**src/rtl/axil_apb3_bridge_mx_if.sv**
```systemverilog
// Bus bundle for the AXI4-Lite to APB3 bridge: the AXI4-Lite slave port and
// the shared APB3 master bus with per-peripheral select/ready/error/read data.
interface axil_apb3_bridge_mx_if #(
  parameter int DATA_WIDTH = 32,
  parameter int ADDR_WIDTH = 12,
  parameter int NUM_SLAVES = 4
);
  // AXI4-Lite
  logic [31:0]               S_AXI_AWADDR;
  logic                      S_AXI_AWVALID;
  logic                      S_AXI_AWREADY;
  logic [DATA_WIDTH-1:0]     S_AXI_WDATA;
  logic [DATA_WIDTH/8-1:0]   S_AXI_WSTRB;
  logic                      S_AXI_WVALID;
  logic                      S_AXI_WREADY;
  logic [1:0]                S_AXI_BRESP;
  logic                      S_AXI_BVALID;
  logic                      S_AXI_BREADY;
  logic [31:0]               S_AXI_ARADDR;
  logic                      S_AXI_ARVALID;
  logic                      S_AXI_ARREADY;
  logic [DATA_WIDTH-1:0]     S_AXI_RDATA;
  logic [1:0]                S_AXI_RRESP;
  logic                      S_AXI_RVALID;
  logic                      S_AXI_RREADY;
  // APB3
  logic [ADDR_WIDTH-1:0]            PADDR;
  logic                             PWRITE;
  logic                             PENABLE;
  logic [DATA_WIDTH-1:0]            PWDATA;
  logic [NUM_SLAVES-1:0]            PSEL;
  logic [NUM_SLAVES*DATA_WIDTH-1:0] PRDATA;
  logic [NUM_SLAVES-1:0]            PREADY;
  logic [NUM_SLAVES-1:0]            PSLVERR;

  // Bridge side: AXI slave, APB master
  modport slave (
    input  S_AXI_AWADDR, S_AXI_AWVALID, S_AXI_WDATA, S_AXI_WSTRB, S_AXI_WVALID,
    input  S_AXI_BREADY, S_AXI_ARADDR, S_AXI_ARVALID, S_AXI_RREADY,
    output S_AXI_AWREADY, S_AXI_WREADY, S_AXI_BRESP, S_AXI_BVALID,
    output S_AXI_ARREADY, S_AXI_RDATA, S_AXI_RRESP, S_AXI_RVALID,
    output PADDR, PWRITE, PENABLE, PWDATA, PSEL,
    input  PRDATA, PREADY, PSLVERR
  );

  // Environment side: AXI master, APB peripherals
  modport master (
    output S_AXI_AWADDR, S_AXI_AWVALID, S_AXI_WDATA, S_AXI_WSTRB, S_AXI_WVALID,
    output S_AXI_BREADY, S_AXI_ARADDR, S_AXI_ARVALID, S_AXI_RREADY,
    input  S_AXI_AWREADY, S_AXI_WREADY, S_AXI_BRESP, S_AXI_BVALID,
    input  S_AXI_ARREADY, S_AXI_RDATA, S_AXI_RRESP, S_AXI_RVALID,
    input  PADDR, PWRITE, PENABLE, PWDATA, PSEL,
    output PRDATA, PREADY, PSLVERR
  );
endinterface

```
**src/rtl/axil_apb3_bridge_mx.sv**
```systemverilog
// AXI4-Lite slave to APB3 master bridge with NUM_SLAVES peripherals.
// One AW, one W and one AR are buffered; a single APB FSM serves them with
// alternating priority when both a write and a read are pending. Unmapped
// addresses answer DECERR, partial-strobe writes and PREADY timeouts SLVERR.
module axil_apb3_bridge_mx #(
  parameter int DATA_WIDTH     = 32,
  parameter int ADDR_WIDTH     = 12,
  parameter int NUM_SLAVES     = 4,
  parameter int TIMEOUT_CYCLES = 256
) (
  input  logic                  ACLK,
  input  logic                  ARESET,
  axil_apb3_bridge_mx_if.slave  bus
);
  localparam int SIDX_W = (NUM_SLAVES > 1) ? $clog2(NUM_SLAVES) : 1;
  localparam int STRB_W = DATA_WIDTH / 8;
  localparam int CNT_W  = (TIMEOUT_CYCLES > 1) ? $clog2(TIMEOUT_CYCLES) : 1;

  typedef enum logic [2:0] {S_IDLE, S_SETUP, S_ACCESS, S_BRESP, S_RRESP} state_t;

  state_t                state_q, state_d;
  logic                  have_aw_q, have_aw_d, have_w_q, have_w_d, have_ar_q, have_ar_d;
  logic [31:0]           awaddr_q, awaddr_d, araddr_q, araddr_d;
  logic [DATA_WIDTH-1:0] wdata_q, wdata_d;
  logic [STRB_W-1:0]     wstrb_q, wstrb_d;
  logic                  last_wr_q, last_wr_d;   // 0 = last grant was a read
  logic                  cur_wr_q, cur_wr_d;
  logic [SIDX_W-1:0]     cur_sidx_q, cur_sidx_d;
  logic [CNT_W-1:0]      tmo_cnt_q, tmo_cnt_d;
  // registered outputs
  logic                  awready_q, awready_d, wready_q, wready_d, arready_q, arready_d;
  logic [NUM_SLAVES-1:0] psel_q, psel_d;
  logic                  penable_q, penable_d, pwrite_q, pwrite_d;
  logic [ADDR_WIDTH-1:0] paddr_q, paddr_d;
  logic [DATA_WIDTH-1:0] pwdata_q, pwdata_d, rdata_q, rdata_d;
  logic                  bvalid_q, bvalid_d, rvalid_q, rvalid_d;
  logic [1:0]            bresp_q, bresp_d, rresp_q, rresp_d;
  // arbitration / decode helpers
  logic                  wr_rdy, rd_rdy, grant_wr, unmapped;
  logic [31:0]           sel_addr;
  logic [SIDX_W-1:0]     sel_idx;

  // Next-state, capture, arbitration/decode and APB/AXI output sequencing
  always_comb begin
    state_d    = state_q;
    have_aw_d  = have_aw_q;
    have_w_d   = have_w_q;
    have_ar_d  = have_ar_q;
    awaddr_d   = awaddr_q;
    araddr_d   = araddr_q;
    wdata_d    = wdata_q;
    wstrb_d    = wstrb_q;
    last_wr_d  = last_wr_q;
    cur_wr_d   = cur_wr_q;
    cur_sidx_d = cur_sidx_q;
    tmo_cnt_d  = tmo_cnt_q;
    psel_d     = psel_q;
    penable_d  = penable_q;
    pwrite_d   = pwrite_q;
    paddr_d    = paddr_q;
    pwdata_d   = pwdata_q;
    rdata_d    = rdata_q;
    bvalid_d   = bvalid_q;
    bresp_d    = bresp_q;
    rvalid_d   = rvalid_q;
    rresp_d    = rresp_q;

    if (awready_q && bus.S_AXI_AWVALID) begin
      have_aw_d = 1'b1;
      awaddr_d  = bus.S_AXI_AWADDR;
    end
    if (wready_q && bus.S_AXI_WVALID) begin
      have_w_d = 1'b1;
      wdata_d  = bus.S_AXI_WDATA;
      wstrb_d  = bus.S_AXI_WSTRB;
    end
    if (arready_q && bus.S_AXI_ARVALID) begin
      have_ar_d = 1'b1;
      araddr_d  = bus.S_AXI_ARADDR;
    end

    wr_rdy   = have_aw_q & have_w_q;
    rd_rdy   = have_ar_q;
    grant_wr = wr_rdy & (~rd_rdy | ~last_wr_q);
    sel_addr = grant_wr ? awaddr_q : araddr_q;
    sel_idx  = sel_addr[ADDR_WIDTH +: SIDX_W];
    unmapped = ((sel_addr >> (ADDR_WIDTH + SIDX_W)) != 32'd0) ||
               (32'(sel_idx) >= NUM_SLAVES);

    case (state_q)
      S_IDLE: begin
        if (wr_rdy || rd_rdy) begin
          cur_wr_d = grant_wr;
          if (unmapped) begin
            if (grant_wr) begin
              bvalid_d = 1'b1;
              bresp_d  = 2'b11;
              state_d  = S_BRESP;
            end else begin
              rvalid_d = 1'b1;
              rresp_d  = 2'b11;
              rdata_d  = '0;
              state_d  = S_RRESP;
            end
          end else if (grant_wr && (wstrb_q != {STRB_W{1'b1}})) begin
            bvalid_d = 1'b1;
            bresp_d  = 2'b10;
            state_d  = S_BRESP;
          end else begin
            psel_d          = '0;
            psel_d[sel_idx] = 1'b1;
            penable_d       = 1'b0;
            paddr_d         = sel_addr[ADDR_WIDTH-1:0];
            pwrite_d        = grant_wr;
            if (grant_wr) pwdata_d = wdata_q;
            last_wr_d       = grant_wr;
            cur_sidx_d      = sel_idx;
            state_d         = S_SETUP;
          end
        end
      end
      S_SETUP: begin
        penable_d = 1'b1;
        tmo_cnt_d = '0;
        state_d   = S_ACCESS;
      end
      S_ACCESS: begin
        if (bus.PREADY[cur_sidx_q]) begin
          psel_d    = '0;
          penable_d = 1'b0;
          if (cur_wr_q) begin
            bvalid_d = 1'b1;
            bresp_d  = bus.PSLVERR[cur_sidx_q] ? 2'b10 : 2'b00;
            state_d  = S_BRESP;
          end else begin
            rvalid_d = 1'b1;
            rresp_d  = bus.PSLVERR[cur_sidx_q] ? 2'b10 : 2'b00;
            rdata_d  = bus.PRDATA[cur_sidx_q*DATA_WIDTH +: DATA_WIDTH];
            state_d  = S_RRESP;
          end
        end else if ((TIMEOUT_CYCLES != 0) && (32'(tmo_cnt_q) == TIMEOUT_CYCLES - 1)) begin
          // peripheral never answered: abandon the access with SLVERR
          psel_d    = '0;
          penable_d = 1'b0;
          if (cur_wr_q) begin
            bvalid_d = 1'b1;
            bresp_d  = 2'b10;
            state_d  = S_BRESP;
          end else begin
            rvalid_d = 1'b1;
            rresp_d  = 2'b10;
            rdata_d  = '0;
            state_d  = S_RRESP;
          end
        end else begin
          tmo_cnt_d = tmo_cnt_q + 1'b1;
        end
      end
      S_BRESP: begin
        if (bvalid_q && bus.S_AXI_BREADY) begin
          bvalid_d  = 1'b0;
          have_aw_d = 1'b0;
          have_w_d  = 1'b0;
          state_d   = S_IDLE;
        end
      end
      S_RRESP: begin
        if (rvalid_q && bus.S_AXI_RREADY) begin
          rvalid_d  = 1'b0;
          have_ar_d = 1'b0;
          state_d   = S_IDLE;
        end
      end
      default: state_d = S_IDLE;
    endcase

    awready_d = ~have_aw_d;
    wready_d  = ~have_w_d;
    arready_d = ~have_ar_d;
  end

  // State and output registers; reset clears control and every output
  always_ff @(posedge ACLK) begin
    awaddr_q <= awaddr_d;
    araddr_q <= araddr_d;
    wdata_q  <= wdata_d;
    wstrb_q  <= wstrb_d;
    if (ARESET) begin
      state_q    <= S_IDLE;
      have_aw_q  <= 1'b0;
      have_w_q   <= 1'b0;
      have_ar_q  <= 1'b0;
      last_wr_q  <= 1'b0;
      cur_wr_q   <= 1'b0;
      cur_sidx_q <= '0;
      tmo_cnt_q  <= '0;
      awready_q  <= 1'b0;
      wready_q   <= 1'b0;
      arready_q  <= 1'b0;
      psel_q     <= '0;
      penable_q  <= 1'b0;
      pwrite_q   <= 1'b0;
      paddr_q    <= '0;
      pwdata_q   <= '0;
      rdata_q    <= '0;
      bvalid_q   <= 1'b0;
      bresp_q    <= 2'b00;
      rvalid_q   <= 1'b0;
      rresp_q    <= 2'b00;
    end else begin
      state_q    <= state_d;
      have_aw_q  <= have_aw_d;
      have_w_q   <= have_w_d;
      have_ar_q  <= have_ar_d;
      last_wr_q  <= last_wr_d;
      cur_wr_q   <= cur_wr_d;
      cur_sidx_q <= cur_sidx_d;
      tmo_cnt_q  <= tmo_cnt_d;
      awready_q  <= awready_d;
      wready_q   <= wready_d;
      arready_q  <= arready_d;
      psel_q     <= psel_d;
      penable_q  <= penable_d;
      pwrite_q   <= pwrite_d;
      paddr_q    <= paddr_d;
      pwdata_q   <= pwdata_d;
      rdata_q    <= rdata_d;
      bvalid_q   <= bvalid_d;
      bresp_q    <= bresp_d;
      rvalid_q   <= rvalid_d;
      rresp_q    <= rresp_d;
    end
  end

  assign bus.S_AXI_AWREADY = awready_q;
  assign bus.S_AXI_WREADY  = wready_q;
  assign bus.S_AXI_ARREADY = arready_q;
  assign bus.S_AXI_BVALID  = bvalid_q;
  assign bus.S_AXI_BRESP   = bresp_q;
  assign bus.S_AXI_RVALID  = rvalid_q;
  assign bus.S_AXI_RRESP   = rresp_q;
  assign bus.S_AXI_RDATA   = rdata_q;
  assign bus.PSEL          = psel_q;
  assign bus.PENABLE       = penable_q;
  assign bus.PWRITE        = pwrite_q;
  assign bus.PADDR         = paddr_q;
  assign bus.PWDATA        = pwdata_q;
endmodule

```
**src/flat_wrapper.sv**
```systemverilog
// flat-port wrapper written by rule: the top's interface ports become plain ports
module axil_apb3_bridge_mx_flat 
#(
  parameter int DATA_WIDTH     = 32,
  parameter int ADDR_WIDTH     = 12,
  parameter int NUM_SLAVES     = 4,
  parameter int TIMEOUT_CYCLES = 256
)
  (ACLK, ARESET, bus_S_AXI_AWADDR, bus_S_AXI_AWVALID, bus_S_AXI_WDATA, bus_S_AXI_WSTRB, bus_S_AXI_WVALID, bus_S_AXI_BREADY, bus_S_AXI_ARADDR, bus_S_AXI_ARVALID, bus_S_AXI_RREADY, bus_S_AXI_AWREADY, bus_S_AXI_WREADY, bus_S_AXI_BRESP, bus_S_AXI_BVALID, bus_S_AXI_ARREADY, bus_S_AXI_RDATA, bus_S_AXI_RRESP, bus_S_AXI_RVALID, bus_PADDR, bus_PWRITE, bus_PENABLE, bus_PWDATA, bus_PSEL, bus_PRDATA, bus_PREADY, bus_PSLVERR);
  axil_apb3_bridge_mx_if #(.DATA_WIDTH(DATA_WIDTH), .ADDR_WIDTH(ADDR_WIDTH), .NUM_SLAVES(NUM_SLAVES)) bus_i ();
  input  logic ACLK;
  input  logic ARESET;
  input wire logic [$bits(bus_i.S_AXI_AWADDR)-1:0] bus_S_AXI_AWADDR;
  input wire logic [$bits(bus_i.S_AXI_AWVALID)-1:0] bus_S_AXI_AWVALID;
  input wire logic [$bits(bus_i.S_AXI_WDATA)-1:0] bus_S_AXI_WDATA;
  input wire logic [$bits(bus_i.S_AXI_WSTRB)-1:0] bus_S_AXI_WSTRB;
  input wire logic [$bits(bus_i.S_AXI_WVALID)-1:0] bus_S_AXI_WVALID;
  input wire logic [$bits(bus_i.S_AXI_BREADY)-1:0] bus_S_AXI_BREADY;
  input wire logic [$bits(bus_i.S_AXI_ARADDR)-1:0] bus_S_AXI_ARADDR;
  input wire logic [$bits(bus_i.S_AXI_ARVALID)-1:0] bus_S_AXI_ARVALID;
  input wire logic [$bits(bus_i.S_AXI_RREADY)-1:0] bus_S_AXI_RREADY;
  output wire logic [$bits(bus_i.S_AXI_AWREADY)-1:0] bus_S_AXI_AWREADY;
  output wire logic [$bits(bus_i.S_AXI_WREADY)-1:0] bus_S_AXI_WREADY;
  output wire logic [$bits(bus_i.S_AXI_BRESP)-1:0] bus_S_AXI_BRESP;
  output wire logic [$bits(bus_i.S_AXI_BVALID)-1:0] bus_S_AXI_BVALID;
  output wire logic [$bits(bus_i.S_AXI_ARREADY)-1:0] bus_S_AXI_ARREADY;
  output wire logic [$bits(bus_i.S_AXI_RDATA)-1:0] bus_S_AXI_RDATA;
  output wire logic [$bits(bus_i.S_AXI_RRESP)-1:0] bus_S_AXI_RRESP;
  output wire logic [$bits(bus_i.S_AXI_RVALID)-1:0] bus_S_AXI_RVALID;
  output wire logic [$bits(bus_i.PADDR)-1:0] bus_PADDR;
  output wire logic [$bits(bus_i.PWRITE)-1:0] bus_PWRITE;
  output wire logic [$bits(bus_i.PENABLE)-1:0] bus_PENABLE;
  output wire logic [$bits(bus_i.PWDATA)-1:0] bus_PWDATA;
  output wire logic [$bits(bus_i.PSEL)-1:0] bus_PSEL;
  input wire logic [$bits(bus_i.PRDATA)-1:0] bus_PRDATA;
  input wire logic [$bits(bus_i.PREADY)-1:0] bus_PREADY;
  input wire logic [$bits(bus_i.PSLVERR)-1:0] bus_PSLVERR;
  assign bus_i.S_AXI_AWADDR = bus_S_AXI_AWADDR;
  assign bus_i.S_AXI_AWVALID = bus_S_AXI_AWVALID;
  assign bus_i.S_AXI_WDATA = bus_S_AXI_WDATA;
  assign bus_i.S_AXI_WSTRB = bus_S_AXI_WSTRB;
  assign bus_i.S_AXI_WVALID = bus_S_AXI_WVALID;
  assign bus_i.S_AXI_BREADY = bus_S_AXI_BREADY;
  assign bus_i.S_AXI_ARADDR = bus_S_AXI_ARADDR;
  assign bus_i.S_AXI_ARVALID = bus_S_AXI_ARVALID;
  assign bus_i.S_AXI_RREADY = bus_S_AXI_RREADY;
  assign bus_S_AXI_AWREADY = bus_i.S_AXI_AWREADY;
  assign bus_S_AXI_WREADY = bus_i.S_AXI_WREADY;
  assign bus_S_AXI_BRESP = bus_i.S_AXI_BRESP;
  assign bus_S_AXI_BVALID = bus_i.S_AXI_BVALID;
  assign bus_S_AXI_ARREADY = bus_i.S_AXI_ARREADY;
  assign bus_S_AXI_RDATA = bus_i.S_AXI_RDATA;
  assign bus_S_AXI_RRESP = bus_i.S_AXI_RRESP;
  assign bus_S_AXI_RVALID = bus_i.S_AXI_RVALID;
  assign bus_PADDR = bus_i.PADDR;
  assign bus_PWRITE = bus_i.PWRITE;
  assign bus_PENABLE = bus_i.PENABLE;
  assign bus_PWDATA = bus_i.PWDATA;
  assign bus_PSEL = bus_i.PSEL;
  assign bus_i.PRDATA = bus_PRDATA;
  assign bus_i.PREADY = bus_PREADY;
  assign bus_i.PSLVERR = bus_PSLVERR;
  axil_apb3_bridge_mx #(.DATA_WIDTH(DATA_WIDTH), .ADDR_WIDTH(ADDR_WIDTH), .NUM_SLAVES(NUM_SLAVES), .TIMEOUT_CYCLES(TIMEOUT_CYCLES)) u_core (.ACLK(ACLK), .ARESET(ARESET), .bus(bus_i));
endmodule
```
**config.mk**
```make
export PLATFORM = sky130hd
export DESIGN_NAME = axil_apb3_bridge_mx_flat
export DESIGN_NICKNAME = d
export VERILOG_FILES = /design/src/rtl/axil_apb3_bridge_mx_if.sv /design/src/rtl/axil_apb3_bridge_mx.sv /design/src/flat_wrapper.sv
export SDC_FILE = /design/constraint.sdc
export NUM_CORES = 1
export LEC_CHECK = 0
export BUFFER_PORTS_ARGS = -buffer_cell sky130_fd_sc_hd__buf_4
export CAP_MARGIN = 5
export CORE_ASPECT_RATIO = 0.8
export CORE_MARGIN = 4
export CORE_UTILIZATION = 50
export CTS_BUF_LIST = sky130_fd_sc_hd__clkbuf_8
export DETAILED_ROUTE_END_ITERATION = 8
export PLACE_DENSITY_LB_ADDON = 0.3
export SETUP_SLACK_MARGIN = 0.02
export SLEW_MARGIN = 0
export SYNTH_ARGS = -nofsm -noshare
export SYNTH_HDL_FRONTEND = slang
export SYNTH_SLANG_ARGS = --single-unit
```
**constraint.sdc**
```tcl
create_clock -name ACLK -period 2.6 [get_ports ACLK]
set_input_delay 0.52 -clock ACLK [delete_from_list [all_inputs] [get_ports ACLK]]
set_output_delay 0.52 -clock ACLK [all_outputs]
set_load 0.03 [all_outputs]
```
==> run_summary.xml, run 1 <==
<?xml version="1.0" encoding="UTF-8"?>
<metrics>
  <group name="outcome">
    <metric name="status" unit="">completed</metric>
  </group>
  <group name="sta">
    <metric name="finalHoldViolCount" unit="">0</metric>
    <metric name="setup_total_negative_slack" unit="ns">0</metric>
    <metric name="setup_repair_after_global_routing_missed_its_margin" unit="">false</metric>
    <metric name="max_freq" unit="GHz">0.397</metric>
    <metric name="worstMarginPinSlew" unit="ns">0.637</metric>
    <metric name="setup-violations-final" unit="">0</metric>
    <metric name="fin_crit" unit="ns">2.52</metric>
    <metric name="final.period_utilization" unit="%">96.9</metric>
    <metric name="report.final.slew_viol_count" unit="">0</metric>
    <metric name="final.setup_skew" unit="ns">0.0308</metric>
    <metric name="max-slew-margin-rel" unit="%">57.5</metric>
  </group>
  <group name="die">
    <metric name="floorplan.core_area" unit="µm²">16000</metric>
    <metric name="std_cell_rows" unit="">41</metric>
    <metric name="top_level_ports" unit="">334</metric>
    <metric name="floorplan.initialDensity" unit="%">51.8</metric>
    <metric name="die_h" unit="µm">123</metric>
    <metric name="dieArea" unit="µm²">18700</metric>
    <metric name="die-width" unit="µm">152</metric>
  </group>
  <group name="synthesis">
    <metric name="syn-cell-area" unit="µm²">8280</metric>
    <metric name="ys_types" unit="">48</metric>
    <metric name="synth-seq-area-share" unit="%">62.4</metric>
    <metric name="count_of_flip_flops_with_a_built_in_enable_after_synthesis" unit="">100</metric>
    <metric name="post-synth-top-count-cell" unit="">sky130_fd_sc_hd__dfxtp_1</metric>
    <metric name="synth_fp_nets" unit="">906</metric>
    <metric name="synth_top_cell_area_share" unit="%">36.3</metric>
    <metric name="post_synth.cell_area_avg" unit="µm²">12.5</metric>
    <metric name="netlist_instances" unit="">662</metric>
    <metric name="number_of_storage_elements_in_the_synthesis_netlist" unit="">208</metric>
    <metric name="post_synthesis_async_set_or_reset_flop_share" unit="%">0</metric>
    <metric name="yosys_most_used_dff" unit="">sky130_fd_sc_hd__dfxtp_1</metric>
    <metric name="synth_top_cell_by_area" unit="">sky130_fd_sc_hd__edfxtp_1</metric>
    <metric name="leading_cell_types_by_total_area_after_synthesis" unit="">sky130_fd_sc_hd__edfxtp_1 (36%), sky130_fd_sc_hd__dfxtp_1 (26%), sky130_fd_sc_hd__mux4_2 (9.2%)</metric>
    <metric name="yosys_warnings" unit="">0</metric>
    <metric name="commonest_cells_in_the_synthesized_netlist" unit="">sky130_fd_sc_hd__dfxtp_1 (108), sky130_fd_sc_hd__edfxtp_1 (100), sky130_fd_sc_hd__nor2_1 (85)</metric>
  </group>
  <group name="clocking">
    <metric name="clk_path_buf_depth" unit="">3</metric>
    <metric name="worst_skew_pair.late_latency" unit="ns">0.56</metric>
    <metric name="tritoncts" unit="">yes</metric>
    <metric name="tritoncts_sinks" unit="">208</metric>
    <metric name="clock_tree_root_driver_cell" unit="">sky130_fd_sc_hd__clkbuf_8</metric>
    <metric name="cts-htree-levels" unit="">1</metric>
    <metric name="clk_transition_reported_paths" unit="ns">0.07</metric>
    <metric name="numCtsBuffers" unit="">31</metric>
  </group>
  <group name="critical_path">
    <metric name="worstReg2RegEnd" unit="">u_core.bus.PADDR[5]$_SDFFE_PP0P_</metric>
    <metric name="worst-r2r-cell-count" unit="">7</metric>
    <metric name="worstPathMaxFanout" unit="">25</metric>
    <metric name="worst_ep_required_time" unit="ns">3.05</metric>
    <metric name="worst_ep_arrival_time" unit="ns">2.97</metric>
    <metric name="timing.critical_path.from" unit="">u_core.araddr_q[28]$_DFFE_PP_</metric>
    <metric name="critical_path.endpoint_type" unit="">flop</metric>
    <metric name="cp-start-kind" unit="">flop</metric>
    <metric name="setup.worst_path.class" unit="">flop to flop</metric>
    <metric name="endpoint" unit="">u_core.bus.PADDR[5]$_SDFFE_PP0P_</metric>
    <metric name="r2r-start" unit="">u_core.araddr_q[28]$_DFFE_PP_</metric>
    <metric name="setup.reg_to_reg.worst_slack" unit="ns">0.08</metric>
  </group>
  <group name="final_layout">
    <metric name="fill_cells" unit="">1139</metric>
    <metric name="net_count_of_the_finished_layout" unit="">1251</metric>
    <metric name="area_of_the_multi_input_gates" unit="µm²">2920</metric>
    <metric name="area_growth_syn_to_layout" unit="%">41.4</metric>
    <metric name="area.sequential" unit="µm²">5170</metric>
    <metric name="final_core_utilization" unit="%">73.2</metric>
    <metric name="final_layout_size_suffix_gt1_share" unit="%">43.3</metric>
    <metric name="n_antenna_cell" unit="">0</metric>
  </group>
  <group name="routing">
    <metric name="routed_via_density" unit="">5.23</metric>
    <metric name="detail_route.wirelength" unit="µm">22400</metric>
    <metric name="drtPass1Iterations" unit="">5</metric>
    <metric name="route.antenna.remaining_nets" unit="">0</metric>
    <metric name="route.vias.total" unit="">6517</metric>
    <metric name="post_drt_wl_per_cell" unit="µm">17.9</metric>
    <metric name="dr_drc_count" unit="">0</metric>
    <metric name="initial_drc_count" unit="">256</metric>
  </group>
  <group name="global_route">
    <metric name="groute.usage.overall" unit="%">22.9</metric>
    <metric name="number_of_antenna_violations_at_the_first_check_in_global_routing" unit="">0</metric>
    <metric name="grt_max_degree" unit="">43</metric>
    <metric name="grt_first_pass_wirelength" unit="µm">34500</metric>
    <metric name="gr-total-overflow" unit="">0</metric>
    <metric name="via_count_of_the_first_global_routing_pass" unit="">6616</metric>
  </group>
  <group name="place">
    <metric name="gp_routability_congestion" unit="">0.883</metric>
    <metric name="count_of_buffers_from_port_buffering" unit="">333</metric>
    <metric name="hpwlAfterDp" unit="µm">16700</metric>
  </group>
  <group name="hold_path">
    <metric name="hold_path_depth" unit="">1</metric>
    <metric name="type_of_the_tightest_min_delay_check" unit="">primary input to flop</metric>
  </group>
  <group name="job">
    <metric name="max_cap_viol_count" unit="">0</metric>
  </group>
  <group name="power">
    <metric name="power.static_leakage" unit="µW">0.00496</metric>
    <metric name="power.ir.vdd_worst" unit="V">0.000636</metric>
    <metric name="p_per_area" unit="nW/µm²">571</metric>
  </group>
</metrics>
## critical path, stage by stage, from the launching register on
cell and delay, ns:
sky130_fd_sc_hd__edfxtp_1 0.37, sky130_fd_sc_hd__or4_4 0.55, sky130_fd_sc_hd__a2111oi_4 0.39, sky130_fd_sc_hd__nand4_1 0.26, sky130_fd_sc_hd__a21oi_2 0.28, sky130_fd_sc_hd__buf_12 0.20
sky130_fd_sc_hd__nor2_1 0.08, sky130_fd_sc_hd__a311oi_1 0.30
## state kept, by name (all words and copies together), names as in the netlist
signal	cells
u_core.araddr_q	32
u_core.awaddr_q	32
u_core.bus.PWDATA	32
u_core.bus.S_AXI_RDATA	32
u_core.wdata_q	32
u_core.bus.PADDR	12
u_core.tmo_cnt_q	8
u_core.bus.PSEL	4
u_core.wstrb_q	4
u_core.state_q	3
u_core.bus.S_AXI_BRESP	2
u_core.bus.S_AXI_RRESP	2
u_core.cur_sidx_q	2
u_core.bus.PENABLE	1
u_core.bus.PWRITE	1
u_core.bus.S_AXI_ARREADY	1
u_core.bus.S_AXI_AWREADY	1
u_core.bus.S_AXI_BVALID	1
u_core.bus.S_AXI_RVALID	1
u_core.bus.S_AXI_WREADY	1
u_core.cur_wr_q	1
u_core.have_ar_q	1
u_core.have_aw_q	1
u_core.have_w_q	1
## area by class of cell
class / count / area share (%)
Clock inverter: 23 / 1.07
Clock buffer: 35 / 4.11
Timing Repair Buffer: 356 / 23.5
Sequential cell: 208 / 44.1
Inverter: 1 / 0.0321
Multi-Input combinational cell: 409 / 24.9
Tap cell: 215 / 2.30
## where the power goes
group | switching (µW) | leakage (µW) | internal [µW]
Clock | 1180 | 0.000363 | 1340
Combinational | 259 | 0.00280 | 347
Sequential | 31.6 | 0.00180 | 3540
## cell usage in the layout, fill, tap and decap left out, drive strengths merged, types with 2 or more instances in the layout
cell    count
mux2i      37
clkbuf     35
dfxtp     108
clkinv      8
nor2b       4
nand2      76
a211oi      7
nand3      39
o21ai       3
xnor2       3
buf       356
and4        2
and2        7
or4         3
or2         4
or3         5
a311oi     12
nand2b      4
xor2        3
mux4       34
edfxtp    100
a21oi      50
inv        15
a2111o      2
nor4        5
nand4       2
nor2       85
a211o       2
nor3        5
## worst min path at each step
stage,start,endpoint,slack [ns]
6_report,bus_S_AXI_ARADDR[5],u_core.araddr_q[5]$_DFFE_PP_,0.14
5_1_grt,bus_S_AXI_AWADDR[8],u_core.awaddr_q[8]$_DFFE_PP_,0.1
4_1_cts,bus_S_AXI_ARADDR[5],u_core.araddr_q[5]$_DFFE_PP_,0.10
3_5_place_dp,u_core.bus.S_AXI_RDATA[9]$_SDFFE_PP0P_,u_core.bus.S_AXI_RDATA[9]$_SDFFE_PP0P_,0.45
3_3_place_gp,u_core.bus.S_AXI_RDATA[17]$_SDFFE_PP0P_,u_core.bus.S_AXI_RDATA[17]$_SDFFE_PP0P_,0.44
2_1_floorplan,u_core.tmo_cnt_q[1]$_SDFFE_PP0P_,u_core.tmo_cnt_q[1]$_SDFFE_PP0P_,0.45
## through the flow
stage	total power, µW	cells	worst slack [ns]	instance area (µm²)	hold slack (ns)
after CTS	6760	1245	0.0878	11700	0.104
after global routing	6960	1247	0.00424	11700	0.0979
after floorplan	3860	662	0.331	8280	0.449
after global placement	4230	1187	0.222	11100	0.441
final	6690	1247	0.0804	11700	0.135
after detailed placement	4240	1187	0.150	11100	0.447
## cells by family after synthesis
logic type / count (synthesis) / synth area share (%)
muxes: 72 / 13.9
buffers and inverters: 45 / 2.75
xor gates and xnor gates: 6 / 0.635
and+or+nand+nor: 244 / 13.1
adders and majority gates: 1 / 0.151
AOI/OAI and AO/OA: 86 / 7.16
DFF: 208 / 62.4
## layer usage
layer | up-vias | routed length, µm | GRT usage [%]
met5 | - | 0 | 0
met4 | 0 | 480 | 6.06
met3 | 37 | 1740 | 6.79
met2 | 259 | 11300 | 39.7
met1 | 3098 | 8840 | 28.4
li1 | 3123 | - | -
## what timing repair did
action	in CTS	in global routing
resized for setup	0	3
buffers inserted	0	2
endpoints found under the setup margin	0	11
hold buffers	0	0
(Power assumes the default switching activity.)
==> inputs of run 2 (changes only) <==
--- a/config.mk
+++ b/config.mk
@@ -8,11 +8,12 @@
 export BUFFER_PORTS_ARGS = -buffer_cell sky130_fd_sc_hd__buf_4
 export CAP_MARGIN = 5
 export CORE_ASPECT_RATIO = 0.8
-export CORE_MARGIN = 4
 export CORE_UTILIZATION = 50
 export CTS_BUF_LIST = sky130_fd_sc_hd__clkbuf_8
 export DETAILED_ROUTE_END_ITERATION = 8
+export GPL_ROUTABILITY_DRIVEN = 0
 export PLACE_DENSITY_LB_ADDON = 0.3
+export RECOVER_POWER = 25
 export SETUP_SLACK_MARGIN = 0.02
 export SLEW_MARGIN = 0
 export SYNTH_ARGS = -nofsm -noshare
==> run_summary.xml, run 2 (synthesis results as in run 1) <==
<?xml version="1.0" encoding="UTF-8"?>
<metrics>
  <group name="sta">
    <metric name="setup_repair_after_global_routing_missed_its_margin" unit="">true</metric>
    <metric name="final.period_utilization" unit="%">95.0</metric>
    <metric name="max-slew-margin-rel" unit="%">57.1</metric>
    <metric name="max_freq" unit="GHz">0.405</metric>
    <metric name="setup-violations-final" unit="">0</metric>
    <metric name="report.final.slew_viol_count" unit="">0</metric>
    <metric name="setup_total_negative_slack" unit="ns">0</metric>
    <metric name="finalHoldViolCount" unit="">0</metric>
    <metric name="fin_crit" unit="ns">2.47</metric>
    <metric name="worstMarginPinSlew" unit="ns">0.644</metric>
    <metric name="final.setup_skew" unit="ns">0.0105</metric>
  </group>
  <group name="outcome">
    <metric name="status" unit="">completed</metric>
  </group>
  <group name="clocking">
    <metric name="tritoncts_sinks" unit="">208</metric>
    <metric name="cts-htree-levels" unit="">1</metric>
    <metric name="clk_path_buf_depth" unit="">3</metric>
    <metric name="cts.hold.buffers_added" unit="">0</metric>
    <metric name="clk_transition_reported_paths" unit="ns">0.07</metric>
    <metric name="post_cts_buffers" unit="">0</metric>
    <metric name="worst_skew_pair.late_latency" unit="ns">0.54</metric>
    <metric name="tritoncts" unit="">yes</metric>
    <metric name="ctsResizeCount" unit="">0</metric>
    <metric name="clock_tree_root_driver_cell" unit="">sky130_fd_sc_hd__clkbuf_8</metric>
    <metric name="numCtsBuffers" unit="">30</metric>
  </group>
  <group name="critical_path">
    <metric name="endpoint" unit="">u_core.bus.PSEL[0]$_SDFFE_PP0P_</metric>
    <metric name="cp-start-kind" unit="">flop</metric>
    <metric name="timing.critical_path.slowest_cell_delay" unit="ns">0.53</metric>
    <metric name="cp_num_cells" unit="">6</metric>
    <metric name="r2r-start" unit="">u_core.araddr_q[29]$_DFFE_PP_</metric>
    <metric name="worstReg2RegEnd" unit="">u_core.bus.PSEL[0]$_SDFFE_PP0P_</metric>
    <metric name="timing.critical_path.slowest_stage_cell" unit="">sky130_fd_sc_hd__or4_4</metric>
    <metric name="cell_family_with_most_cp_delay" unit="">simple AND/OR/NAND/NOR gates</metric>
    <metric name="worstPathMaxFanout" unit="">9</metric>
    <metric name="setup.reg_to_reg.worst_slack" unit="ns">0.13</metric>
    <metric name="setup.worst_path.class" unit="">flop to flop</metric>
    <metric name="timing.critical_path.from" unit="">u_core.araddr_q[29]$_DFFE_PP_</metric>
    <metric name="critical_path.endpoint_type" unit="">flop</metric>
    <metric name="worst-r2r-cell-count" unit="">6</metric>
    <metric name="cp_num_buf_inv" unit="">0</metric>
    <metric name="worst_ep_required_time" unit="ns">3.06</metric>
    <metric name="crit_path_cell_trace" unit="">or4_4 -&gt; a2111oi_4 -&gt; nand4_1 -&gt; a31o_2 -&gt; or3_1 -&gt; a21oi_1</metric>
    <metric name="worst_ep_arrival_time" unit="ns">2.93</metric>
  </group>
  <group name="power">
    <metric name="p_per_area" unit="nW/µm²">568</metric>
    <metric name="power.static_leakage" unit="µW">0.00488</metric>
    <metric name="power.ir.vdd_worst" unit="V">0.000707</metric>
    <metric name="total_power" unit="µW">6600</metric>
  </group>
  <group name="routing">
    <metric name="dr_drc_count" unit="">0</metric>
    <metric name="route.antenna.remaining_nets" unit="">0</metric>
    <metric name="route.vias.total" unit="">6527</metric>
    <metric name="detail_route.wirelength" unit="µm">21900</metric>
    <metric name="post_drt_wl_per_cell" unit="µm">17.7</metric>
    <metric name="initial_drc_count" unit="">304</metric>
    <metric name="routed_via_density" unit="">5.26</metric>
    <metric name="drtPass1Iterations" unit="">5</metric>
  </group>
  <group name="die">
    <metric name="floorplan.initialDensity" unit="%">51.8</metric>
    <metric name="dieArea" unit="µm²">17100</metric>
    <metric name="std_cell_rows" unit="">41</metric>
    <metric name="floorplan.core_area" unit="µm²">16000</metric>
    <metric name="top_level_ports" unit="">334</metric>
    <metric name="die_h" unit="µm">117</metric>
    <metric name="die-width" unit="µm">146</metric>
  </group>
  <group name="global_route">
    <metric name="grt_max_degree" unit="">61</metric>
    <metric name="grt_use_met1" unit="%">30.5</metric>
    <metric name="globalRoute.busiestLayer" unit="">met2</metric>
    <metric name="use_met2" unit="%">44.7</metric>
    <metric name="via_count_of_the_first_global_routing_pass" unit="">6432</metric>
    <metric name="gr-total-overflow" unit="">0</metric>
    <metric name="groute.usage.overall" unit="%">25.3</metric>
    <metric name="grt_met3_use" unit="%">6.59</metric>
    <metric name="grt_first_pass_wirelength" unit="µm">33700</metric>
    <metric name="number_of_antenna_violations_at_the_first_check_in_global_routing" unit="">0</metric>
  </group>
  <group name="final_layout">
    <metric name="layout_common_cells" unit="">sky130_fd_sc_hd__buf_4 (250), sky130_fd_sc_hd__dfxtp_1 (107), sky130_fd_sc_hd__edfxtp_1 (100)</metric>
    <metric name="post_layout_nonfiller_instances" unit="">1242</metric>
    <metric name="area_growth_syn_to_layout" unit="%">40.3</metric>
    <metric name="layout.cell_area.non_filler" unit="µm²">11600</metric>
    <metric name="final_common_cell" unit="">sky130_fd_sc_hd__buf_4</metric>
    <metric name="final_layout_size_suffix_gt1_share" unit="%">43.1</metric>
    <metric name="net_count_of_the_finished_layout" unit="">1247</metric>
    <metric name="fill_cells" unit="">1155</metric>
    <metric name="n_antenna_cell" unit="">0</metric>
  </group>
  <group name="hold_path">
    <metric name="type_of_the_tightest_min_delay_check" unit="">primary input to flop</metric>
  </group>
  <group name="place">
    <metric name="post_dp_cell_area" unit="µm²">11000</metric>
    <metric name="count_of_buffers_from_port_buffering" unit="">333</metric>
    <metric name="hpwlAfterDp" unit="µm">16100</metric>
    <metric name="place.detailed.instances" unit="">1186</metric>
  </group>
  <group name="job">
    <metric name="max_cap_viol_count" unit="">0</metric>
  </group>
</metrics>
==> run 2: changes by cell type in the layout (fill, tap and decap cells not counted), moves of 2 or more <==
cell	previous run	this run
sky130_fd_sc_hd__buf_4	350	250
sky130_fd_sc_hd__clkbuf_4	0	99
sky130_fd_sc_hd__buf_12	6	4
sky130_fd_sc_hd__inv_1	14	7
sky130_fd_sc_hd__clkinv_1	4	9
==> run 2: where the power goes <==
group	switching, µW	leakage, µW	internal, µW	total [µW]
clock	1180	0.000324	1250	2440
sequential	35.4	0.00180	3540	3570
combinational	253	0.00275	334	587
==> run 2: how the worst min path moves through the flow <==
stage	from	end	slack [ns]	depth (start not counted)
after detailed placement	u_core.bus.S_AXI_RDATA[15]$_SDFFE_PP0P_	u_core.bus.S_AXI_RDATA[15]$_SDFFE_PP0P_	0.45	2
after CTS	bus_S_AXI_WDATA[20]	u_core.wdata_q[20]$_DFFE_PP_	0.12	1
final	bus_S_AXI_WDATA[26]	u_core.wdata_q[26]$_DFFE_PP_	0.17	1
after global placement	u_core.bus.S_AXI_RDATA[21]$_SDFFE_PP0P_	u_core.bus.S_AXI_RDATA[21]$_SDFFE_PP0P_	0.44	2
after floorplan	u_core.tmo_cnt_q[1]$_SDFFE_PP0P_	u_core.tmo_cnt_q[1]$_SDFFE_PP0P_	0.45	2
after global routing	bus_S_AXI_WDATA[15]	u_core.wdata_q[15]$_DFFE_PP_	0.14	1
==> run 2: through the flow <==
stage                     utilization [%]  setup WS (ns)  hold WS, ns
after global routing                 72.6         0.0111        0.140
after CTS                            72.6         0.0496        0.123
after detailed placement             69.0         0.0587        0.447
final                                72.6          0.130        0.172
after global placement               69.0          0.140        0.443
after floorplan                         -          0.331        0.449
==> run 2: final cells by class <==
class / count / area (µm²) / share of cell area [%]
Clock buffer: 36 / 495 / 4.26
Timing Repair Buffer: 353 / 2700 / 23.2
Sequential cell: 208 / 5170 / 44.5
Inverter: 1 / 3.75 / 0.0323
Multi-Input combinational cell: 409 / 2910 / 25.0
Tap cell: 215 / 269 / 2.31
Clock inverter: 20 / 81.3 / 0.700
==> run 2: metal layers <==
metal	wire, µm	vias to the layer above
li1	-	3108
met1	8450	3076
met2	11100	293
met3	1810	50
met4	588	0
met5	0	-
==> run 2: worst register-to-register path, delay by kind of cell, from the launching register on <==
kind	cells	cell delay, ns
flip-flops	1	0.39
AO/OA/AOI/OAI	3	0.86
AND/OR/NAND/NOR	3	1.14
